## config.mk

```make
export PLATFORM = sky130hd
export DESIGN_NAME = pio_edge_irq_gen2_flat
export DESIGN_NICKNAME = d
export VERILOG_FILES = /design/src/rtl/pio_gen2_pkg.sv /design/src/rtl/pio_edge_irq_gen2_if.sv /design/src/rtl/pio_in_filter.sv /design/src/rtl/pio_edge_irq_gen2.sv /design/src/flat_wrapper.sv
export SDC_FILE = /design/constraint.sdc
export NUM_CORES = 1
export LEC_CHECK = 0
export ABC_CLOCK_PERIOD_IN_PS = 1850
export CAP_MARGIN = 20
export CELL_PAD_IN_SITES_DETAIL_PLACEMENT = 1
export CELL_PAD_IN_SITES_GLOBAL_PLACEMENT = 1
export CORE_MARGIN = 1
export CORE_UTILIZATION = 37
export DETAILED_ROUTE_END_ITERATION = 6
export MAX_ROUTING_LAYER = met4
export PLACE_DENSITY = 0.75
export SLEW_MARGIN = 10
export SYNTH_ARGS = -nofsm -noshare
export SYNTH_HDL_FRONTEND = slang
export SYNTH_SLANG_ARGS = --single-unit
```

## constraint.sdc

```tcl
create_clock -name clk -period 1.85 [get_ports clk]
set_clock_uncertainty 0.05 [all_clocks]
set_input_delay 0.4625 -clock clk [delete_from_list [all_inputs] [get_ports clk]]
set_output_delay 0.4625 -clock clk [all_outputs]
set_load 0.1 [all_outputs]
```

## src/rtl/pio_gen2_pkg.sv

```systemverilog
// Shared constants for the generation-2 edge-capture PIO: register word
// addresses, bus widths and the debounce counter width.
`timescale 1ns/1ps
package pio_gen2_pkg;

    localparam int ADDR_W    = 3;
    localparam int DATA_W    = 32;
    localparam int DBC_CNT_W = 16;

    localparam logic [ADDR_W-1:0] ADDR_DATA    = 3'd0;
    localparam logic [ADDR_W-1:0] ADDR_DIR     = 3'd1;
    localparam logic [ADDR_W-1:0] ADDR_IRQMASK = 3'd2;
    localparam logic [ADDR_W-1:0] ADDR_EDGECAP = 3'd3;
    localparam logic [ADDR_W-1:0] ADDR_RISE_EN = 3'd4;
    localparam logic [ADDR_W-1:0] ADDR_FALL_EN = 3'd5;
    localparam logic [ADDR_W-1:0] ADDR_OUTSET  = 3'd6;
    localparam logic [ADDR_W-1:0] ADDR_OUTCLR  = 3'd7;

endpackage

```

## src/rtl/pio_edge_irq_gen2_if.sv

```systemverilog
// Avalon-MM slave bus bundle for the PIO: the CPU side is the master,
// the PIO register file is the slave.
`timescale 1ns/1ps
interface pio_edge_irq_gen2_if;
    import pio_gen2_pkg::*;

    logic [ADDR_W-1:0] address;
    logic              chipselect;
    logic              write_n;
    logic [DATA_W-1:0] writedata;
    logic [DATA_W-1:0] readdata;

    modport master (
        output address, chipselect, write_n, writedata,
        input  readdata
    );

    modport slave (
        input  address, chipselect, write_n, writedata,
        output readdata
    );

endinterface

```

## src/rtl/pio_in_filter.sv

```systemverilog
// One pin of input conditioning: a SYNC_STAGES-deep synchroniser followed by
// an optional stable-count debounce filter (DEBOUNCE = 0 bypasses it).
`timescale 1ns/1ps
module pio_in_filter
    import pio_gen2_pkg::*;
#(
    parameter int SYNC_STAGES = 2,
    parameter int DEBOUNCE    = 0
) (
    input  logic clk,
    input  logic reset,
    input  logic pin_i,
    output logic filt_o
);

    logic [SYNC_STAGES-1:0] sync_q;
    logic                   syncBit;

    always_ff @(posedge clk) begin
        if (reset) begin
            sync_q <= '0;
        end else begin
            sync_q <= {sync_q[SYNC_STAGES-2:0], pin_i};
        end
    end

    assign syncBit = sync_q[SYNC_STAGES-1];

    generate
        if (DEBOUNCE == 0) begin : g_bypass
            assign filt_o = syncBit;
        end else begin : g_debounce
            localparam logic [DBC_CNT_W-1:0] CNT_LAST = DBC_CNT_W'(DEBOUNCE - 1);

            logic [DBC_CNT_W-1:0] cnt_q, cnt_d;
            logic                 filt_q, filt_d;

            // Any cycle where the synchronised value agrees with the filter
            // restarts the count, so a glitch must be fully re-qualified.
            always_comb begin
                cnt_d  = cnt_q;
                filt_d = filt_q;
                if (syncBit == filt_q) begin
                    cnt_d = '0;
                end else if (cnt_q == CNT_LAST) begin
                    filt_d = syncBit;
                    cnt_d  = '0;
                end else begin
                    cnt_d = cnt_q + 1'b1;
                end
            end

            always_ff @(posedge clk) begin
                if (reset) begin
                    cnt_q  <= '0;
                    filt_q <= 1'b0;
                end else begin
                    cnt_q  <= cnt_d;
                    filt_q <= filt_d;
                end
            end

            assign filt_o = filt_q;
        end
    endgenerate

endmodule

```

## src/rtl/pio_edge_irq_gen2.sv

```systemverilog
// WIDTH-bit bidirectional PIO with per-bit rising/falling edge capture,
// write-1-to-clear capture register, atomic output set/clear and a level irq.
`timescale 1ns/1ps
module pio_edge_irq_gen2
    import pio_gen2_pkg::*;
#(
    parameter int               WIDTH       = 10,
    parameter int               SYNC_STAGES = 2,
    parameter int               DEBOUNCE    = 0,
    parameter logic [WIDTH-1:0] RESET_OUT   = '0,
    parameter logic [WIDTH-1:0] RESET_RISE  = '1,
    parameter logic [WIDTH-1:0] RESET_FALL  = '1
) (
    input  logic                clk,
    input  logic                reset,
    pio_edge_irq_gen2_if.slave  bus,
    input  logic [WIDTH-1:0]    in_port,
    output logic [WIDTH-1:0]    out_port,
    output logic [WIDTH-1:0]    out_en,
    output logic                irq
);

    logic             wr;
    logic [WIDTH-1:0] wdata;
    logic [WIDTH-1:0] filt;
    logic [WIDTH-1:0] rise, fall, ev, w1cMask;
    logic [WIDTH-1:0] readMux;
    logic             unusedWdata;

    logic [WIDTH-1:0] outData_q, outData_d;
    logic [WIDTH-1:0] dir_q, dir_d;
    logic [WIDTH-1:0] irqMask_q, irqMask_d;
    logic [WIDTH-1:0] edgeCap_q, edgeCap_d;
    logic [WIDTH-1:0] riseEn_q, riseEn_d;
    logic [WIDTH-1:0] fallEn_q, fallEn_d;
    logic [WIDTH-1:0] filtD_q;
    logic [DATA_W-1:0] readdata_q;

    assign wr          = bus.chipselect & ~bus.write_n;
    assign wdata       = bus.writedata[WIDTH-1:0];
    assign unusedWdata = ^bus.writedata;

    for (genvar i = 0; i < WIDTH; i++) begin : g_pin
        pio_in_filter #(
            .SYNC_STAGES (SYNC_STAGES),
            .DEBOUNCE    (DEBOUNCE)
        ) u_filter (
            .clk    (clk),
            .reset  (reset),
            .pin_i  (in_port[i]),
            .filt_o (filt[i])
        );
    end

    assign rise    = filt & ~filtD_q & riseEn_q;
    assign fall    = ~filt & filtD_q & fallEn_q;
    assign ev      = rise | fall;
    assign w1cMask = (wr && bus.address == ADDR_EDGECAP) ? wdata : '0;

    // A fresh edge event overrides a same-cycle W1C so no edge is ever lost.
    always_comb begin
        outData_d = outData_q;
        dir_d     = dir_q;
        irqMask_d = irqMask_q;
        riseEn_d  = riseEn_q;
        fallEn_d  = fallEn_q;
        edgeCap_d = ev | (edgeCap_q & ~w1cMask);
        if (wr) begin
            case (bus.address)
                ADDR_DATA:    outData_d = wdata;
                ADDR_DIR:     dir_d     = wdata;
                ADDR_IRQMASK: irqMask_d = wdata;
                ADDR_RISE_EN: riseEn_d  = wdata;
                ADDR_FALL_EN: fallEn_d  = wdata;
                ADDR_OUTSET:  outData_d = outData_q | wdata;
                ADDR_OUTCLR:  outData_d = outData_q & ~wdata;
                default:      outData_d = outData_q;
            endcase
        end
    end

    always_comb begin
        readMux = '0;
        case (bus.address)
            ADDR_DATA:    readMux = (outData_q & dir_q) | (filt & ~dir_q);
            ADDR_DIR:     readMux = dir_q;
            ADDR_IRQMASK: readMux = irqMask_q;
            ADDR_EDGECAP: readMux = edgeCap_q;
            ADDR_RISE_EN: readMux = riseEn_q;
            ADDR_FALL_EN: readMux = fallEn_q;
            default:      readMux = '0;
        endcase
    end

    always_ff @(posedge clk) begin
        if (reset) begin
            outData_q  <= RESET_OUT;
            dir_q      <= '0;
            irqMask_q  <= '0;
            edgeCap_q  <= '0;
            riseEn_q   <= RESET_RISE;
            fallEn_q   <= RESET_FALL;
            filtD_q    <= '0;
            readdata_q <= '0;
        end else begin
            outData_q  <= outData_d;
            dir_q      <= dir_d;
            irqMask_q  <= irqMask_d;
            edgeCap_q  <= edgeCap_d;
            riseEn_q   <= riseEn_d;
            fallEn_q   <= fallEn_d;
            filtD_q    <= filt;
            readdata_q <= DATA_W'(readMux);
        end
    end

    assign bus.readdata = readdata_q;
    assign out_port     = outData_q;
    assign out_en       = dir_q;
    assign irq          = |(edgeCap_q & irqMask_q);

endmodule

```

## src/flat_wrapper.sv

```systemverilog
// flat-port wrapper written by rule: the top's interface ports become plain ports
module pio_edge_irq_gen2_flat import pio_gen2_pkg::*;
#(
    parameter int               WIDTH       = 10,
    parameter int               SYNC_STAGES = 2,
    parameter int               DEBOUNCE    = 0,
    parameter logic [WIDTH-1:0] RESET_OUT   = '0,
    parameter logic [WIDTH-1:0] RESET_RISE  = '1,
    parameter logic [WIDTH-1:0] RESET_FALL  = '1
)
  (clk, reset, in_port, out_port, out_en, irq, bus_address, bus_chipselect, bus_write_n, bus_writedata, bus_readdata);
  pio_edge_irq_gen2_if bus_i ();
  input  logic clk;
  input  logic reset;
  input  logic [WIDTH-1:0] in_port;
  output logic [WIDTH-1:0] out_port;
  output logic [WIDTH-1:0] out_en;
  output logic irq;
  input wire logic [$bits(bus_i.address)-1:0] bus_address;
  input wire logic [$bits(bus_i.chipselect)-1:0] bus_chipselect;
  input wire logic [$bits(bus_i.write_n)-1:0] bus_write_n;
  input wire logic [$bits(bus_i.writedata)-1:0] bus_writedata;
  output wire logic [$bits(bus_i.readdata)-1:0] bus_readdata;
  assign bus_i.address = bus_address;
  assign bus_i.chipselect = bus_chipselect;
  assign bus_i.write_n = bus_write_n;
  assign bus_i.writedata = bus_writedata;
  assign bus_readdata = bus_i.readdata;
  pio_edge_irq_gen2 #(.WIDTH(WIDTH), .SYNC_STAGES(SYNC_STAGES), .DEBOUNCE(DEBOUNCE), .RESET_OUT(RESET_OUT), .RESET_RISE(RESET_RISE), .RESET_FALL(RESET_FALL)) u_core (.clk(clk), .reset(reset), .bus(bus_i), .in_port(in_port), .out_port(out_port), .out_en(out_en), .irq(irq));
endmodule
```

==> reports/results.ini <==
[outcome]
status=finished with violations
violations=setup timing

[sta]
fmax_ghz=0.451
fin_setup_tns_ps=-369
hold_slack_ps=388
setup_violations=1
hold_violations=0
min_period_over_period=1.20
fin_ws_ps=-369
finalCriticalPeriod_ps=2220
maxSlewViolCount=0
rsz0062_at_grt=true

[synth]
async_reset_ff_frac=0
ys_seq_area_frac=0.463
synth_ff_type=dfxtp_1
syn_area_um2=4330
yosys.area.top_type=dfxtp_1
yosysWarnings=0
syn_inst=484
ys_types=47
avgSynthCellArea_um2=8.94
synth_seq_cells=100
synth_top_cell_area_share=0.463
synth_edf_count=0
synth_area_leaders=dfxtp_1 46%, nand2_1 6.7%, nand3b_1 6.6%, nor2b_1 4.6%, buf_4 4.2%

[drt]
drtIter0Drc=202
totalWireLength_um=14000
detail-route-antenna-nets=0
dr.pass1.iters=5
routedWlPerCell_um=19.1
via_count=3998
drc=0
viasPerCell=5.45

[setup_path]
cp_max_fo=2
crit_arrival_ps=1710
end_kind=primary output
worst-endpoint-required_ps=1340
worstSetupPathType=flop to primary output
reg2reg_slack_ps=400
worst_setup_path_start_kind=flop

[clock_tree]
cts_tree=built
ctsLongestPathBuffers=2
holdBufCountCts=0
cts-htree-levels=3
cts.clk_slew.worst_paths_ps=70
cts_buffers=9
clk_latency_ps=350
clock-sinks=100
cts-root-buf=clkbuf_16

[floorplan]
dieArea_um2=12100
die_w_um=110
die_y_um=110
pin_count=102
row_count=39
start_util=0.379
core_area_um2=11400

[grt]
grt_pass1_vias=4071
grt-ovfl-total=0
grt_max_degree=38
grt_pass1_wl_um=21800
track_usage=0.253
antenna_found_initial=0

[power]
total_power_mw=5.24
ir_drop_uv=931
p_per_area_nw_per_um2=873
p_leak_nw=2.39

[cells_and_area]
drive_above_1_share=0.240
fin_area_um2=6000
final-instance-count-excl-fill=734
num-fill-cells=1284
syn_to_final_growth_pct=38.6
fin_util=0.525
final_nets=635
antennaDiodeCount=0

[placed_design]
gp_congestion=0.869
placed_area_um2=5670
pre_cts_ws_ps=-460
placedCellCount=717
portBuffers=57
dp_hpwl_um=10100

[job]
cap_violations=0

[worst_hold_path]
hold_path_class=flop to flop

==> where the power goes <==
part	internal (mW)	switching, mW	leakage, nW
clock network	1.19	0.855	0.149
registers	2.23	0.0647	0.818
logic	0.301	0.601	1.42
==> routing by layer <==
metal,share of wire,global-route usage,vias to the layer above
met5,0,-,-
met3,0.046,0.0553,30
met2,0.50,0.419,139
li1,-,-,1861
met1,0.43,0.301,1968
met4,0.023,0.0949,0
==> cell families (layout without fill, tap and decap cells) <==
logic type / count (synthesis) / count (layout) / share of synthesized area
and+or+nand+nor: 213 / 213 / 0.268
DFF: 100 / 100 / 0.463
AOI/OAI and AO/OA: 99 / 99 / 0.161
buffers and inverters: 58 / 144 / 0.0755
muxes: 13 / 13 / 0.0324
other: 1 / 22 / 0.000867
==> worst max-delay path: stages (launching register included) <==
cell      delay, ps
dfxtp_2         330
a22o_1          280
a221oi_2        260
nand4_1         250
buf_12          240
==> repair_timing <==
| action | CTS | global route |
|---|---|---|
| pin swaps | 2 | 0 |
| endpoints found under the setup margin | 23 | 6 |
| gates resized for setup | 6 | 1 |
| buffers inserted | 1 | 0 |
==> path summary, 6_finish.rpt <==
kind | startpoint | endpoint | cells past startpoint
worst min register to register | u_core.g_pin[3].u_filter.sync_q[0] | u_core.g_pin[3].u_filter.sync_q[1] | 1
worst min-delay path | u_core.g_pin[3].u_filter.sync_q[0] | u_core.g_pin[3].u_filter.sync_q[1] | 1
worst max-delay path | u_core.irqMask_q[6] | irq | 4
worst max register to register | u_core.out_en[6] | u_core.bus.readdata[6] | 4
==> area by class of cell <==
type,instances,area (um^2),share of cell area
Multi-Input combinational cell,347,2090,0.348
Sequential cell,100,2010,0.334
Timing Repair Buffer,122,1390,0.231
Clock buffer,10,229,0.0382
Tap cell,143,179,0.0298
Clock inverter,6,88.8,0.0148
Inverter,6,22.5,0.00376
==> placed cells by master, fill, tap and decap left out, drive strengths merged, types with 9 or more instances in the layout <==
master	n
nor2	17
clkbuf	10
nand2	78
clkdlybuf4s50	22
a21oi	32
conb	22
o21ai	12
nor2b	32
nand3b	38
a31oi	9
buf	97
dfxtp	100
a32o	10
nand3	25
==> registers in the layout, indices dropped and copies added (netlist names) <==
name	cells
u_core.riseEn_q	10
u_core.out_port	10
u_core.bus.readdata	10
u_core.out_en	10
u_core.edgeCap_q	10
u_core.fallEn_q	10
u_core.g_pin.u_filter.sync_q	20
u_core.irqMask_q	10
u_core.filtD_q	10
==> cells in the mapped netlist, drive strengths merged (3+ instances only) <==
master	n
o32ai	3
nand2	78
nor3b	6
o21ai	12
inv	6
buf	39
mux2i	5
clkbuf	13
a311oi	5
a211o	6
a21o	3
a21oi	32
nor2	17
a32o	10
nor4b	3
dfxtp	100
a31oi	9
nor3	3
mux2	8
a22oi	5
nor2b	32
nand3b	38
a22o	4
nand3	25
No activity file was read; power rests on OpenSTA's default activity.
